### src/rtl/eeprom_seq_pkg.sv
`default_nettype none
// ============================================================================
// Module      : eeprom_seq_pkg
// Description : State encoding and wait-counter sizing for the EEPROM burst
//               sequencer. Verify states exist only with EEPROM_VERIFY_EN.
// Revision    : 1.0 - initial release
// ============================================================================
package eeprom_seq_pkg;

    localparam logic [2:0] c_ST_IDLE      = 3'd0;
    localparam logic [2:0] c_ST_ISSUE     = 3'd1;
    localparam logic [2:0] c_ST_WAIT_DONE = 3'd2;
    localparam logic [2:0] c_ST_TWR_WAIT  = 3'd3;
    localparam logic [2:0] c_ST_FINISH    = 3'd4;
`ifdef EEPROM_VERIFY_EN
    localparam logic [2:0] c_ST_VFY_ISSUE = 3'd5;
    localparam logic [2:0] c_ST_VFY_WAIT  = 3'd6;
`endif

    // Divide by 1000 first so the product stays inside 32 bits at real clock rates.
    function automatic int twr_cycles(input int sys_freq, input int twr_us);
        return (sys_freq / 1000) * twr_us / 1000;
    endfunction

    function automatic int cnt_width(input int twr_cyc, input int timeout_cyc);
        int m;
        m = (twr_cyc > timeout_cyc) ? twr_cyc : timeout_cyc;
        return $clog2(m + 1);
    endfunction

endpackage
`default_nettype wire

### src/rtl/eeprom_wait_timer.sv
`default_nettype none
// ============================================================================
// Module      : eeprom_wait_timer
// Description : Loadable down-counter; expired is high while the count is 0.
// Revision    : 1.0 - initial release
// ============================================================================
module eeprom_wait_timer #(
    parameter int WIDTH = 16
) (
    input  logic             clk,
    input  logic             rst,
    input  logic             i_load,
    input  logic [WIDTH-1:0] i_value,
    output logic             o_expired
);

    logic [WIDTH-1:0] r_cnt;

    always_ff @(posedge clk) begin
        if (rst) begin
            r_cnt <= '0;
        end else if (i_load) begin
            r_cnt <= i_value;
        end else if (r_cnt != '0) begin
            r_cnt <= r_cnt - WIDTH'(1);
        end
    end

    assign o_expired = (r_cnt == '0);

endmodule
`default_nettype wire

### src/rtl/eeprom_burst_sequencer.sv
`default_nettype none
// ============================================================================
// Module      : eeprom_burst_sequencer
// Description : Multi-byte read/write bursts over the single-byte i2c_eeprom
//               start/done handshake, with tWR wait and timeout. Define
//               EEPROM_VERIFY_EN to read back and compare every written byte.
// Revision    : 1.0 - initial release
// ============================================================================
module eeprom_burst_sequencer
    import eeprom_seq_pkg::*;
#(
    parameter int SYS_FREQ    = 12_090_000,
    parameter int MAX_LEN     = 4,
    parameter int TWR_US      = 5000,
    parameter int TIMEOUT_CYC = 65535
) (
    input  logic                   clk,
    input  logic                   rst,
    input  logic                   req_start,
    input  logic                   req_rw,
    input  logic [7:0]             req_addr,
    input  logic [2:0]             req_len,
    input  logic [8*MAX_LEN-1:0]   wr_data,
    output logic                   busy,
    output logic                   done,
    output logic                   error,
    output logic [8*MAX_LEN-1:0]   rd_data,
    output logic                   ee_start,
    output logic                   ee_rw,
    output logic [7:0]             ee_address,
    output logic [7:0]             ee_data_in,
    input  logic [7:0]             ee_data_out,
    input  logic                   ee_done
);

    localparam int                 c_TWR_CYC = twr_cycles(SYS_FREQ, TWR_US);
    localparam int                 c_CNT_W   = cnt_width(c_TWR_CYC, TIMEOUT_CYC);
    localparam logic [c_CNT_W-1:0] c_TWR_LD  = c_CNT_W'(c_TWR_CYC);
    localparam logic [c_CNT_W-1:0] c_TMO_LD  = c_CNT_W'(TIMEOUT_CYC);
    localparam logic [2:0]         c_MAX_LEN = 3'(MAX_LEN);

    logic [2:0]           r_state;
    logic                 r_rw;
    logic                 r_ee_rw;
    logic [7:0]           r_addr;
    logic [2:0]           r_len;
    logic [2:0]           r_idx;
    logic [8*MAX_LEN-1:0] r_wr_data;
    logic [8*MAX_LEN-1:0] r_rd_data;
    logic                 r_busy;
    logic                 r_done;
    logic                 r_error;

    logic [7:0]           w_cur_wr;
    logic                 w_more;
    logic                 w_len_bad;
    logic                 w_issue;
    logic                 w_tmr_load;
    logic [c_CNT_W-1:0]   w_tmr_value;
    logic                 w_expired;

    always_comb begin
        w_cur_wr = 8'h00;
        for (int i = 0; i < MAX_LEN; i++) begin
            if (r_idx == 3'(i)) w_cur_wr = r_wr_data[8*i +: 8];
        end
    end

    assign w_more    = (r_idx + 3'd1) < r_len;
    assign w_len_bad = (req_len == 3'd0) || (req_len > c_MAX_LEN);

`ifdef EEPROM_VERIFY_EN
    assign w_issue = (r_state == c_ST_ISSUE) || (r_state == c_ST_VFY_ISSUE);
`else
    assign w_issue = (r_state == c_ST_ISSUE);
`endif

    // One timer serves both waits: timeout on every issue, tWR after a write ack.
    always_comb begin
        w_tmr_load  = w_issue;
        w_tmr_value = c_TMO_LD;
        if ((r_state == c_ST_WAIT_DONE) && ee_done && !r_rw) begin
            w_tmr_load  = 1'b1;
            w_tmr_value = c_TWR_LD;
        end
    end

    eeprom_wait_timer #(
        .WIDTH (c_CNT_W)
    ) u_timer (
        .clk       (clk),
        .rst       (rst),
        .i_load    (w_tmr_load),
        .i_value   (w_tmr_value),
        .o_expired (w_expired)
    );

    always_ff @(posedge clk) begin
        if (rst) begin
            r_state   <= c_ST_IDLE;
            r_rw      <= 1'b0;
            r_ee_rw   <= 1'b0;
            r_addr    <= '0;
            r_len     <= '0;
            r_idx     <= '0;
            r_wr_data <= '0;
            r_rd_data <= '0;
            r_busy    <= 1'b0;
            r_done    <= 1'b0;
            r_error   <= 1'b0;
        end else begin
            r_done <= 1'b0;
            case (r_state)
                c_ST_IDLE: begin
                    if (req_start) begin
                        r_rw      <= req_rw;
                        r_ee_rw   <= req_rw;
                        r_addr    <= req_addr;
                        r_len     <= req_len;
                        r_wr_data <= wr_data;
                        r_idx     <= '0;
                        r_rd_data <= '0;
                        r_busy    <= 1'b1;
                        r_error   <= w_len_bad;
                        r_state   <= w_len_bad ? c_ST_FINISH : c_ST_ISSUE;
                    end
                end
                c_ST_ISSUE: r_state <= c_ST_WAIT_DONE;
                c_ST_WAIT_DONE: begin
                    if (ee_done) begin
                        if (r_rw) begin
                            for (int i = 0; i < MAX_LEN; i++) begin
                                if (r_idx == 3'(i)) r_rd_data[8*i +: 8] <= ee_data_out;
                            end
                            if (w_more) begin
                                r_idx   <= r_idx + 3'd1;
                                r_addr  <= r_addr + 8'd1;
                                r_state <= c_ST_ISSUE;
                            end else begin
                                r_state <= c_ST_FINISH;
                            end
                        end else begin
                            r_state <= c_ST_TWR_WAIT;
                        end
                    end else if (w_expired) begin
                        r_error <= 1'b1;
                        r_state <= c_ST_FINISH;
                    end
                end
                c_ST_TWR_WAIT: begin
                    if (w_expired) begin
`ifdef EEPROM_VERIFY_EN
                        r_ee_rw <= 1'b1;
                        r_state <= c_ST_VFY_ISSUE;
`else
                        if (w_more) begin
                            r_idx   <= r_idx + 3'd1;
                            r_addr  <= r_addr + 8'd1;
                            r_state <= c_ST_ISSUE;
                        end else begin
                            r_state <= c_ST_FINISH;
                        end
`endif
                    end
                end
`ifdef EEPROM_VERIFY_EN
                c_ST_VFY_ISSUE: r_state <= c_ST_VFY_WAIT;
                c_ST_VFY_WAIT: begin
                    if (ee_done) begin
                        if (ee_data_out != w_cur_wr) begin
                            r_error <= 1'b1;
                            r_state <= c_ST_FINISH;
                        end else if (w_more) begin
                            r_ee_rw <= r_rw;
                            r_idx   <= r_idx + 3'd1;
                            r_addr  <= r_addr + 8'd1;
                            r_state <= c_ST_ISSUE;
                        end else begin
                            r_state <= c_ST_FINISH;
                        end
                    end else if (w_expired) begin
                        r_error <= 1'b1;
                        r_state <= c_ST_FINISH;
                    end
                end
`endif
                c_ST_FINISH: begin
                    r_done  <= 1'b1;
                    r_busy  <= 1'b0;
                    r_state <= c_ST_IDLE;
                end
                default: r_state <= c_ST_IDLE;
            endcase
        end
    end

    assign busy       = r_busy;
    assign done       = r_done;
    assign error      = r_error;
    assign rd_data    = r_rd_data;
    assign ee_start   = w_issue;
    assign ee_rw      = r_ee_rw;
    assign ee_address = r_addr;
    assign ee_data_in = w_cur_wr;

endmodule
`default_nettype wire

### config.mk
export PLATFORM = sky130hd
export DESIGN_NAME = eeprom_burst_sequencer
export DESIGN_NICKNAME = d
export VERILOG_FILES = /design/src/rtl/eeprom_seq_pkg.sv /design/src/rtl/eeprom_wait_timer.sv /design/src/rtl/eeprom_burst_sequencer.sv
export SDC_FILE = /design/constraint.sdc
export NUM_CORES = 1
export LEC_CHECK = 0
export ABC_AREA = 1
export CORE_MARGIN = 10
export CORE_UTILIZATION = 45
export CTS_BUF_LIST = sky130_fd_sc_hd__clkbuf_8
export CTS_CLUSTER_SIZE = 30
export DETAILED_ROUTE_END_ITERATION = 8
export GPL_ROUTABILITY_DRIVEN = 1
export HOLD_SLACK_MARGIN = 0.03
export MAX_ROUTING_LAYER = met4
export PLACE_DENSITY = 0.75
export SETUP_SLACK_MARGIN = 0.05
export SLEW_MARGIN = 20
export SYNTH_ARGS = -nofsm -noshare
export SYNTH_HDL_FRONTEND = slang
export SYNTH_HIERARCHICAL = 1
export SYNTH_SLANG_ARGS = --single-unit
### constraint.sdc
create_clock -name clk -period 2.1 [get_ports clk]
set_input_delay 0.42 -clock clk [delete_from_list [all_inputs] [get_ports clk]]
set_output_delay 0.42 -clock clk [all_outputs]
set_load 0.005 [all_outputs]
==> results.txt <==
----------------------------------------------------
[Status]
  Status ... complete, but fails checks
  Violated checks ... negative setup slack

[Flow run]
  MaxCap Viol Count ... 0

[Pwr]
  Switching power of the nets ... 0.00399 W
  Power density over cell area ... 1330 nW/um^2
  Switch share ... 42.3%
  Highest ir drop seen on vdd ... 0.666 mV
  Clock power frac ... 14.6%
  Share of power burned in combinational logic ... 54.7%
  Fraction of power consumed by sequential logic ... 30.7%
  Internal power ... 0.00545 W
  Leakage power total ... 3.10 nW

[Synth]
  Most numerous cell in the Yosys netlist ... nand2_1
  Avg Synthesized Cell Area ... 6.82 sq um
  Adder-Cell Fraction of Synth Area ... 2.21%
  Cell Area, Synth ... 5090 sq um
  Sequential fraction of the synthesis area ... 39.7%
  Commonest cells post-synth ... nand2_1 (159), nor2_1 (136), dfxtp_1 (101)
  Fraction of registers with async set or reset after synthesis ... 0%
  Main combinational cell family by area after synthesis ... simple AND/OR/NAND/NOR gates
  Compound-cell area share of the yosys netlist ... 13.8%
  Count of yosys warnings during synthesis ... 6
  Leading post-synthesis cells by cell area ... dfxtp_1 (40%), nand2_1 (12%), nor2_1 (10%)
  Multiplexer share of the synthesized area ... 0%
  Synthesized flop and latch total ... 101
  Post-synthesis simple-gate area fraction ... 34.6%
  Post-Synth XOR/XNOR Area ... 1.35%
  Mapped Cells ... 746
  Yosys top cell area share ... 39.7%
  Number of distinct standard cells referenced by the synthesized netlist ... 36
  Post-synth EDFFs ... 0
  Primary flip-flop cell chosen by synthesis mapping ... dfxtp_1
  Cell accounting for the most synthesized area ... dfxtp_1

[Global routing]
  First-pass GRT wire length ... 25.3 mm
  Number of antenna violations at the first check in global routing ... 0
  Aggregate global-route resource usage ... 19.3%
  Congestion Overflow GR ... 0
  Number of global-route vias before repair ... 5151
  Pin count of the biggest net entering global routing ... 52

[CTS]
  Clock Latency Late Sink ... 0.37 ns
  Clock-pin slew of the registers on the worst-case setup and hold paths ... 0.10 ns
  CTS Root Buffer Type ... clkbuf_8
  CTS Sinks ... 101
  Maximum count of clock buffers along a single path ... 2
  Total clock buffers created by CTS ... 9
  Clock tree from TritonCTS ... built
  CTS HTree Levels ... 3

[Worst setup path]
  Crit path max-delay family ... flip-flops
  Category of the worst setup path capture point ... primary output
  Biggest fanout along the worst timing path ... 8
  Max incr delay on CP ... 0.40 ns
  Buffers and inverters on the worst path ... 4
  R2R Path Start ... r_idx[0]
  Highest-delay cell along the critical path ... dfxtp_4
  Dominant cell type by count on the critical path ... nand3_2
  FF-to-FF path depth ... 12
  Path type of the worst setup path ... flop to primary output
  Crit path arrival time ... 1.75 ns
  Register-to-register setup slack ... 0 ns
  Critical-path cell list ... inv_4 -> ha_4 -> inv_2 -> nor2_4 -> buf_6 -> nand3_2 -> nand3_2 -> o211ai_1 -> o21ai_1 -> buf_2
  Worst Setup Start Kind ... flop
  Worst R2R End ... ee_address[3]
  Worst path required time ... 1.68 ns

[Layout]
  Area added between synthesis and finish ... 39.2%
  Final core utilization ... 64.8%
  Number of antenna diodes ... 0
  Post-layout net count ... 949
  Layout cells sized above 1 ... 18.7%

[Drt]
  Met1 layer wirelength in the final routing ... 7.09 mm
  Total vias in the final route ... 5359
  Initial detailed-routing violation count ... 478
  Average detailed-routed wire length per instance ... 15.7 microns
  Number of remaining DRC errors ... 0
  Average vias per placed instance ... 5.21
  Met2 wire length ... 7.60 mm
  Drt first pass iters ... 5
  Total length of routed wires ... 16.1 mm
  Highest routed metal layer ... met4
  Count of nets left with antenna violations after detail routing ... 0
  Wire length on met3 ... 1.09 mm

[Die]
  Floorplan die area ... 16000 sq um
  Top-level port count ... 109
  Core ar. ... 10900 sq um
  Width of the chip ... 126 microns
  Initial Util ... 46.5%
  Die Ht ... 126 microns
  FP Rows ... 38

[Timing]
  Final Setup Violations ... 9
  Final period utilization ... 103%
  Max-slew violations ... 0
  Highest Clock Rate ... 461 MHz
  Relative slew margins ... 59.8%
  Worst Clk Skew ... 0.00775 ns
  RSZ-0062 raised after global routing ... yes
  Count of final hold-check violations ... 0
  Worst slew pin tran ... 0.603 ns
  Crit path time final ... 2.17 ns
  Setup WS post-layout ... -0.0715 ns

[Placement]
  Worst setup timing slack at the placement stage ... -0.194 ns
  Global placement routability congestion ... 0.920
  Buffers added on ports ... 108
  Post-detailed-placement half-perimeter wirelength ... 10.8 mm

[Min path]
  Hold wc startpoint ... r_wr_data[29]
  Destination of the worst hold path ... r_wr_data[29]
  Worst hold stages ... 2
  Hold Crit Class ... flop to flop

----------------------------------------------------
==> layout by cell type, fill, tap and decap left out, types with 2 or more instances in the layout <==
cell type / count
o21bai_1: 3
nand4_1: 3
nand2_2: 15
dfxtp_4: 2
conb_1: 7
a21oi_1: 46
a21oi_2: 5
clkbuf_8: 10
clkinv_4: 2
clkdlybuf4s50_1: 98
nand2_1: 142
inv_4: 4
nor2_1: 133
o21ai_1: 12
dfxtp_1: 97
nand2_4: 7
xnor2_1: 4
dfxtp_2: 2
buf_4: 34
ha_1: 2
o211ai_1: 8
bufinv_16: 2
buf_2: 9
inv_1: 53
nor2_2: 8
buf_6: 4
xor2_1: 2
inv_2: 12
o21ai_0: 53
nand3_2: 15
nand3_1: 55
buf_12: 2
nor2_4: 14
ha_4: 7
==> logic make-up after synthesis <==
family / Yosys count
buffers and inverters: 100
AND/OR/NAND/NOR: 395
XOR/XNOR: 7
flip-flops: 101
AO/OA/AOI/OAI: 133
other: 1
adder cells (fa/ha/maj): 9
==> registers in the layout, indices dropped and copies added (netlist names) <==
signal	count
rd_data	32
error	1
r_state	3
r_idx	3
ee_address	8
busy	1
u_timer/r_cnt	16
r_len	3
done	1
ee_rw	1
r_wr_data	32
==> worst max path at each step <==
stage                     startpoint             to  slack [ns]  cells past startpoint
after floorplan             r_idx[0]       r_idx[1]        0.06                     13
after global placement      r_idx[0]  ee_data_in[7]       -0.11                      8
after detailed placement    r_idx[0]  ee_data_in[2]       -0.19                      8
after CTS                   r_idx[0]  ee_data_in[5]      -0.004                     10
after global routing        r_idx[0]  ee_data_in[0]       -0.14                     10
final                       r_idx[0]  ee_data_in[0]       -0.07                     10
==> layout make-up <==
cell class,instances,area [sq um]
Fill cell,925,3850
Multi-Input combinational cell,552,2960
Sequential cell,101,2030
Timing Repair Buffer,150,1420
Inverter,70,282
Tap cell,140,175
Clock buffer,10,138
Clock inverter,6,86.3
==> tightest hold or removal path: stages, from the launching register on <==
cell	delay [ns]
dfxtp_1	0.31
inv_1	0.06
a21oi_1	0.06
==> metal layers <==
metal	vias to the layer above	track usage, %
met2	217	30.3
li1	2666	-
met4	0	5.83
met5	-	-
met3	42	4.33
met1	2434	24.2
==> power by group through the flow <==
stage                     sequential (W)  clock, W  combinational, W
after floorplan                  0.00281         0           0.00283
after global placement           0.00287         0           0.00439
after detailed placement         0.00288         0           0.00449
after CTS                        0.00288   0.00141           0.00475
after global routing             0.00296   0.00149           0.00574
final                            0.00290   0.00138           0.00516
==> metrics by stage <==
step	instances	setup TNS, ns	power, W	cell area [sq um]	hold slack (ns)
2_1_floorplan	752	0	0.00565	5120	0.425
3_3_place_gp	1002	-0.821	0.00725	6480	0.444
3_5_place_dp	1002	-1.98	0.00738	6480	0.445
4_1_cts	1024	-0.00381	0.00904	6900	0.466
5_1_grt	1029	-1.30	0.0102	7090	0.489
6_report	1029	-0.294	0.00944	7090	0.464
==> timing repair <==
item | CTS | global route
hold buffers | 0 | 0
setup endpoints to repair | 22 | 29
cloned | 2 | 0
gates resized for setup | 84 | 47
pin swaps | 10 | 16
setup buffers | 4 | 5
(Power assumes the default switching activity.)
